File: src/rtl/rv32_pkg.sv
// Shared RV32I core definitions used by fetch, decode and the immediate generator:
// widths, reset vector, canonical NOP, base opcodes, fetch FSM states and the buffered fetch entry.
package rv32_pkg;
    localparam int              XLEN             = 32;
    localparam logic [XLEN-1:0] RESET_PC_DEFAULT = 32'h0000_0000;
    localparam logic [XLEN-1:0] NOP_INSTR        = 32'h0000_0013;

    localparam logic [6:0] OPC_LUI    = 7'b0110111;
    localparam logic [6:0] OPC_AUIPC  = 7'b0010111;
    localparam logic [6:0] OPC_JAL    = 7'b1101111;
    localparam logic [6:0] OPC_JALR   = 7'b1100111;
    localparam logic [6:0] OPC_BRANCH = 7'b1100011;
    localparam logic [6:0] OPC_LOAD   = 7'b0000011;
    localparam logic [6:0] OPC_STORE  = 7'b0100011;
    localparam logic [6:0] OPC_OP_IMM = 7'b0010011;
    localparam logic [6:0] OPC_OP     = 7'b0110011;
    localparam logic [6:0] OPC_SYSTEM = 7'b1110011;

    typedef enum logic [1:0] {
        FS_RUN   = 2'd0,
        FS_DRAIN = 2'd1,
        FS_TRAP  = 2'd2
    } fetch_state_e;

    typedef struct packed {
        logic [XLEN-1:0] pc;
        logic [XLEN-1:0] instr;
    } fetch_entry_t;

    function automatic logic [XLEN-1:0] pc_next(input logic [XLEN-1:0] p);
        return p + 32'd4;
    endfunction
endpackage

File: src/rtl/fetch_fifo.sv
// Instruction buffer: DEPTH x WIDTH circular FIFO with synchronous flush (flush beats push/pop).
// Latency: a push is visible at the head the next cycle; head is read straight from registers.
// Backpressure: none internally; the caller's credit accounting keeps it from overflowing.
module fetch_fifo #(
    parameter int  DEPTH = 2,
    parameter int  WIDTH = 64,
    localparam int AW    = $clog2(DEPTH),
    localparam int CW    = AW + 1
) (
    input  logic             clk,
    input  logic             rst_n,
    input  logic             push_i,
    input  logic [WIDTH-1:0] push_dat_i,
    input  logic             pop_i,
    input  logic             flush_i,
    output logic [WIDTH-1:0] head_dat_o,
    output logic [CW-1:0]    count_o
);
    logic [WIDTH-1:0] mem_q [DEPTH];
    logic [AW-1:0]    wr_ptr_q;
    logic [AW-1:0]    rd_ptr_q;
    logic [CW-1:0]    count_q;
    logic             do_push;
    logic             do_pop;

    assign do_push    = push_i && !flush_i;
    assign do_pop     = pop_i && !flush_i && (count_q != '0);
    assign head_dat_o = mem_q[rd_ptr_q];
    assign count_o    = count_q;

    always_ff @(posedge clk) begin
        if (!rst_n || flush_i) begin
            wr_ptr_q <= '0;
            rd_ptr_q <= '0;
            count_q  <= '0;
        end else begin
            if (do_push) wr_ptr_q <= wr_ptr_q + AW'(1);
            if (do_pop)  rd_ptr_q <= rd_ptr_q + AW'(1);
            count_q <= count_q + CW'(do_push) - CW'(do_pop);
        end
    end

    always_ff @(posedge clk) begin
        if (do_push) mem_q[wr_ptr_q] <= push_dat_i;
    end
endmodule

File: src/rtl/fetch_unit.sv
// RV32I fetch stage: PC, in-order imem word requests, {pc,instr} buffer towards decode; build option FETCH_MISALIGN_TRAP_EN.
// Latency: response in cycle N is offered to decode in N+1; a redirect's first request goes out the cycle after it.
// Backpressure: id_ready low holds the head; requests stop once buffered + in-flight words reach FIFO_DEPTH.
module fetch_unit
    import rv32_pkg::*;
#(
    parameter logic [XLEN-1:0] RESET_PC   = RESET_PC_DEFAULT,
    parameter int              FIFO_DEPTH = 2
) (
    input  logic            clk,
    input  logic            rst_n,
    output logic            imem_req_valid,
    input  logic            imem_req_ready,
    output logic [XLEN-1:0] imem_req_addr,
    input  logic            imem_rsp_valid,
    input  logic [XLEN-1:0] imem_rsp_data,
    input  logic            redirect_valid,
    input  logic [XLEN-1:0] redirect_pc,
    output logic            id_valid,
    input  logic            id_ready,
    output logic [XLEN-1:0] instruction,
    output logic [XLEN-1:0] pc
`ifdef FETCH_MISALIGN_TRAP_EN
    ,
    output logic            fetch_misaligned
`endif
);
    localparam int CW = $clog2(FIFO_DEPTH) + 1;

    fetch_state_e    state_q;
    logic [XLEN-1:0] fetch_pc_q;
    logic [XLEN-1:0] rsp_pc_q;
    logic [CW-1:0]   outstanding_q;
    logic [CW-1:0]   drop_cnt_q;
    logic [CW-1:0]   fifo_count;
    logic [CW:0]     credits_used;
    logic [CW-1:0]   redir_drop;
    logic [XLEN-1:0] redir_pc;
    logic            redir_trap;
    logic            rsp_ok;
    logic            req_fire;
    logic            push;
    logic            pop;
    fetch_entry_t    push_ent;
    fetch_entry_t    head;

    // A response with nothing in flight is a memory-side protocol error; it is ignored.
    assign rsp_ok       = imem_rsp_valid && (outstanding_q != '0);
    assign credits_used = {1'b0, fifo_count} + {1'b0, outstanding_q};
    assign imem_req_valid = rst_n && (credits_used < (CW+1)'(FIFO_DEPTH))
                            && !redirect_valid && (state_q != FS_TRAP);
    assign imem_req_addr = fetch_pc_q;
    assign req_fire      = imem_req_valid && imem_req_ready;
    assign redir_drop    = outstanding_q - CW'(rsp_ok);

`ifdef FETCH_MISALIGN_TRAP_EN
    assign redir_pc         = redirect_pc;
    assign redir_trap       = (redirect_pc[1:0] != 2'b00);
    assign fetch_misaligned = (state_q == FS_TRAP);
`else
    assign redir_pc   = redirect_pc & ~32'h3;
    assign redir_trap = 1'b0;
`endif

    assign push     = rsp_ok && (drop_cnt_q == '0) && (state_q != FS_TRAP) && !redirect_valid;
    assign pop      = id_valid && id_ready;
    assign push_ent = '{pc: rsp_pc_q, instr: imem_rsp_data};

    fetch_fifo #(
        .DEPTH (FIFO_DEPTH),
        .WIDTH ($bits(fetch_entry_t))
    ) u_fifo (
        .clk        (clk),
        .rst_n      (rst_n),
        .push_i     (push),
        .push_dat_i (push_ent),
        .pop_i      (pop),
        .flush_i    (redirect_valid),
        .head_dat_o (head),
        .count_o    (fifo_count)
    );

    assign id_valid    = (fifo_count != '0) && (state_q != FS_TRAP);
    assign instruction = id_valid ? head.instr : NOP_INSTR;
    // While trapped, fetch_pc_q still holds the offending redirect target.
    assign pc          = (state_q == FS_TRAP) ? fetch_pc_q : (id_valid ? head.pc : '0);

    always_ff @(posedge clk) begin
        if (!rst_n) begin
            state_q       <= FS_RUN;
            fetch_pc_q    <= RESET_PC;
            rsp_pc_q      <= RESET_PC;
            outstanding_q <= '0;
            drop_cnt_q    <= '0;
        end else begin
            outstanding_q <= outstanding_q + CW'(req_fire) - CW'(rsp_ok);
            if (redirect_valid) begin
                fetch_pc_q <= redir_pc;
                rsp_pc_q   <= redir_pc;
                drop_cnt_q <= redir_drop;
                if (redir_trap)              state_q <= FS_TRAP;
                else if (redir_drop != '0)   state_q <= FS_DRAIN;
                else                         state_q <= FS_RUN;
            end else begin
                if (req_fire) fetch_pc_q <= pc_next(fetch_pc_q);
                if (rsp_ok && (drop_cnt_q != '0)) begin
                    drop_cnt_q <= drop_cnt_q - CW'(1);
                    if ((drop_cnt_q == CW'(1)) && (state_q == FS_DRAIN)) state_q <= FS_RUN;
                end else if (push) begin
                    rsp_pc_q <= pc_next(rsp_pc_q);
                end
            end
        end
    end

    a_rsp_has_request: assert property (@(posedge clk) disable iff (!rst_n)
        !(imem_rsp_valid && (outstanding_q == '0)));
endmodule

File: config.mk
export PLATFORM = sky130hd
export DESIGN_NAME = fetch_unit
export DESIGN_NICKNAME = d
export VERILOG_FILES = /design/src/rtl/rv32_pkg.sv /design/src/rtl/fetch_fifo.sv /design/src/rtl/fetch_unit.sv
export SDC_FILE = /design/constraint.sdc
export NUM_CORES = 1
export LEC_CHECK = 0
export CAP_MARGIN = 20
export CELL_PAD_IN_SITES_DETAIL_PLACEMENT = 1
export CELL_PAD_IN_SITES_GLOBAL_PLACEMENT = 1
export CORE_ASPECT_RATIO = 0.75
export CORE_MARGIN = 10
export CORE_UTILIZATION = 42
export CTS_CLUSTER_SIZE = 24
export DETAILED_ROUTE_END_ITERATION = 8
export GPL_TIMING_DRIVEN = 0
export PLACE_DENSITY = 0.9
export SLEW_MARGIN = 20
export SYNTH_ARGS = -nofsm -noshare
export SYNTH_HDL_FRONTEND = slang
export SYNTH_HIERARCHICAL = 1
export SYNTH_SLANG_ARGS = --single-unit
File: constraint.sdc
create_clock -name clk -period 10.6 [get_ports clk]
set_input_delay 3.18 -clock clk [delete_from_list [all_inputs] [get_ports clk]]
set_output_delay 3.18 -clock clk [all_outputs]
set_load 0.05 [all_outputs]
==> results_dict.tcl <==
set metrics [dict create \
    outcome "completed" \
    setup_violations 0 \
    cts_made_buffers 17 \
    crit_type "in -> out" \
    synth_top_area_share 0.419 \
    cp-start-kind "input pin" \
    clk_latency_ns 0.43 \
    skew_ns 0.00980 \
    slew-limit-headroom 0.546 \
    die_area_um2 28200 \
    floorplan.initialDensity 0.431 \
    period_minus_slack_ns 8.45 \
    port-buffer-count 163 \
    rsz0062_at_grt "false" \
    ys_seq_area_frac 0.570 \
    drv_slew 0 \
    cts.root.buffer_cell "clkbuf_16" \
    fin_nets 1029 \
    io-pin-count 168 \
    tightest_slew_ns 0.681 \
    crit_path_end_kind "primary output" \
    cts_tree "built" \
    post_cts_buffers 0 \
    cts_resized 0 \
    grt_pass1_wl_um 41000 \
    most-common-layout-cells "clkdlybuf4s50_1, edfxtp_1, and2_1, dfxtp_1, mux2_4" \
    core_area_um2 21300 \
    hold_class "reg -> reg" \
    drive_gt1_frac 0.135 \
    fin_area_um2 11800 \
    p_leak_nw 4.05 \
    routed_via_density 5.35 \
    drc 0 \
    max_clock_freq_mhz 118 \
    r2r-start "outstanding_q[0]" \
    crit_required_ns 7.42 \
    fp-row-count 46 \
    diodes 0 \
    placed_cell_area_um2 11300 \
    track_usage 0.186 \
    yosysWarnings 6 \
    syn_inst 756 \
    die_h_um 148 \
    synth_edf_count 128 \
    drv_cap 0 \
    final_common_cell "clkdlybuf4s50_1" \
    hold_violations 0 \
    finalCritPeriodShare 0.798 \
    layout.cells.non_filler 1252 \
    p_per_area_nw_per_um2 144 \
    gr-total-overflow 0 \
    drtIter0Drc 423 \
    min_from "rsp_pc_q[31]" \
    cts_buffer_depth 2 \
    vias 6704 \
    hold_buffers 0 \
    netlist_area_um2 9170 \
    syn-mean-instance-area_um2 12.1 \
    vdd_drop_max_mv 0.108 \
    syn_to_final_growth_pct 28.8 \
    synthArstFlopShare 0 \
    synth_seq_cells 197 \
    drtPass1Iterations 5 \
    gp_congestion 0.907 \
    drt_wl_total_um 26500 \
    fp.dieW_um 191 \
    ant_nets 0 \
    grt_max_degree 44 \
    antenna_found_initial 0 \
    cp_max_fo 11 \
    cts_sinks 197 \
    dp_cells 1220 \
    cts_max_level 4 \
    yosysTopAreaCell "edfxtp_1" \
    synth_flop_cell "edfxtp_1" \
    ys_top_cells_by_area "edfxtp_1, dfxtp_1, mux2_4, and2_1, xnor2_1" \
    reg2regPathDepth 12 \
    grt_pass1_vias 7106 \
    synth.distinct_cells 52 \
    r2r-end "outstanding_q[1]" \
    cp.arrival_ns 5.27 \
    path_clk_slew_ns 0.07 \
    holdPathStages 0 \
    post-dp-hpwl_um 19800 \
    reg2reg_slack_ns 7.22 \
    drt-wirelength-per-cell_um 21.2 \
    whs_endpoint "u_fifo/mem_q[1][63]" \
]
## critical path, stage by stage
cell and delay (ns):
clkdlybuf4s50_1 0.69, nor4b_2 0.49, clkdlybuf4s50_1 0.90
## cells in the mapped netlist, drive strengths merged (2+ instances only)
cell type  number
mux2           71
nor3b           2
dfxtp          69
clkbuf         30
o22ai           8
nor2b           3
and3           10
mux2i           3
a31oi           6
xor2           15
or2             2
a211oi          3
a22oi           3
nand3          26
nand2b          5
o21ai          34
ha              7
and2           71
nor2           28
nand4          24
a2bb2oi         4
o211ai          2
buf            17
nor3           15
nand2          51
xnor2          31
a21oi          45
edfxtp        128
o21a            2
nor4           10
inv            15
or3             3
o31a            3
## final cells by class
class / instances / area [um2]
fillers: 2244 / 9480
flip-flops and latches: 197 / 5230
multi-input cells: 502 / 3660
repair buffers: 171 / 1720
clock buffers: 19 / 433
well taps: 288 / 360
plain buffers: 47 / 249
clock inverters: 13 / 108
inverters: 15 / 56.3
## stage by stage
stage               setup TNS (ns)  hold WS (ns)   util  power (mW)  worst slack [ns]
floorplan                        0         0.426      -        1.01              1.44
global placement           -161.17         0.476  0.525        1.09             -2.53
detailed placement               0         0.494  0.529        1.10              2.16
CTS                              0         0.511  0.555        1.71              2.15
global route                     0         0.519  0.555        1.76              2.05
finish                           0         0.505  0.555        1.70              2.15
## how the worst max path moves through the flow
stage | from | to | slack, ns | cells past startpoint
2_1_floorplan | redirect_valid | u_fifo/mem_q[0][0] | 1.44 | 4
3_3_place_gp | redirect_valid | u_fifo/mem_q[0][15] | -2.53 | 5
3_5_place_dp | redirect_valid | imem_req_valid | 2.16 | 3
4_1_cts | redirect_valid | imem_req_valid | 2.15 | 3
5_1_grt | redirect_valid | imem_req_valid | 2.05 | 3
6_report | redirect_valid | imem_req_valid | 2.15 | 3
## state kept, by name (all words and copies together) (netlist names), named ones only
signal           count
imem_req_addr       30
u_fifo/wr_ptr_q      1
outstanding_q        2
rsp_pc_q            30
u_fifo/count_o       2
u_fifo/mem_q       128
drop_cnt_q           2
u_fifo/rd_ptr_q      1
## routing by layer
metal / GRT usage / up-vias / wire length (um)
met5: 0 / - / 0
met4: 0.0491 / 0 / 428
met3: 0.0447 / 40 / 1560
met2: 0.310 / 193 / 12900
met1: 0.238 / 3362 / 11600
li1: - / 3109 / -
## kinds of logic (layout without fill, tap and decap cells)
group           count (synthesis)  after routing  share of synthesized area
simple gates                  254            254                      0.154
flops                         197            197                      0.570
compound gates                114            114                     0.0715
mux                            74             74                      0.115
buf+inv                        62            265                     0.0333
xor+xnor                       46             46                     0.0439
fa+ha+maj                       8              8                     0.0117
other cells                     1              6                   0.000409
## where the power goes
group	internal [mW]	switching [mW]	total, mW
clock	0.322	0.289	0.611
sequential	0.848	0.0309	0.878
combinational	0.0877	0.121	0.208
Note: power is estimated with default switching activity, not from simulation.
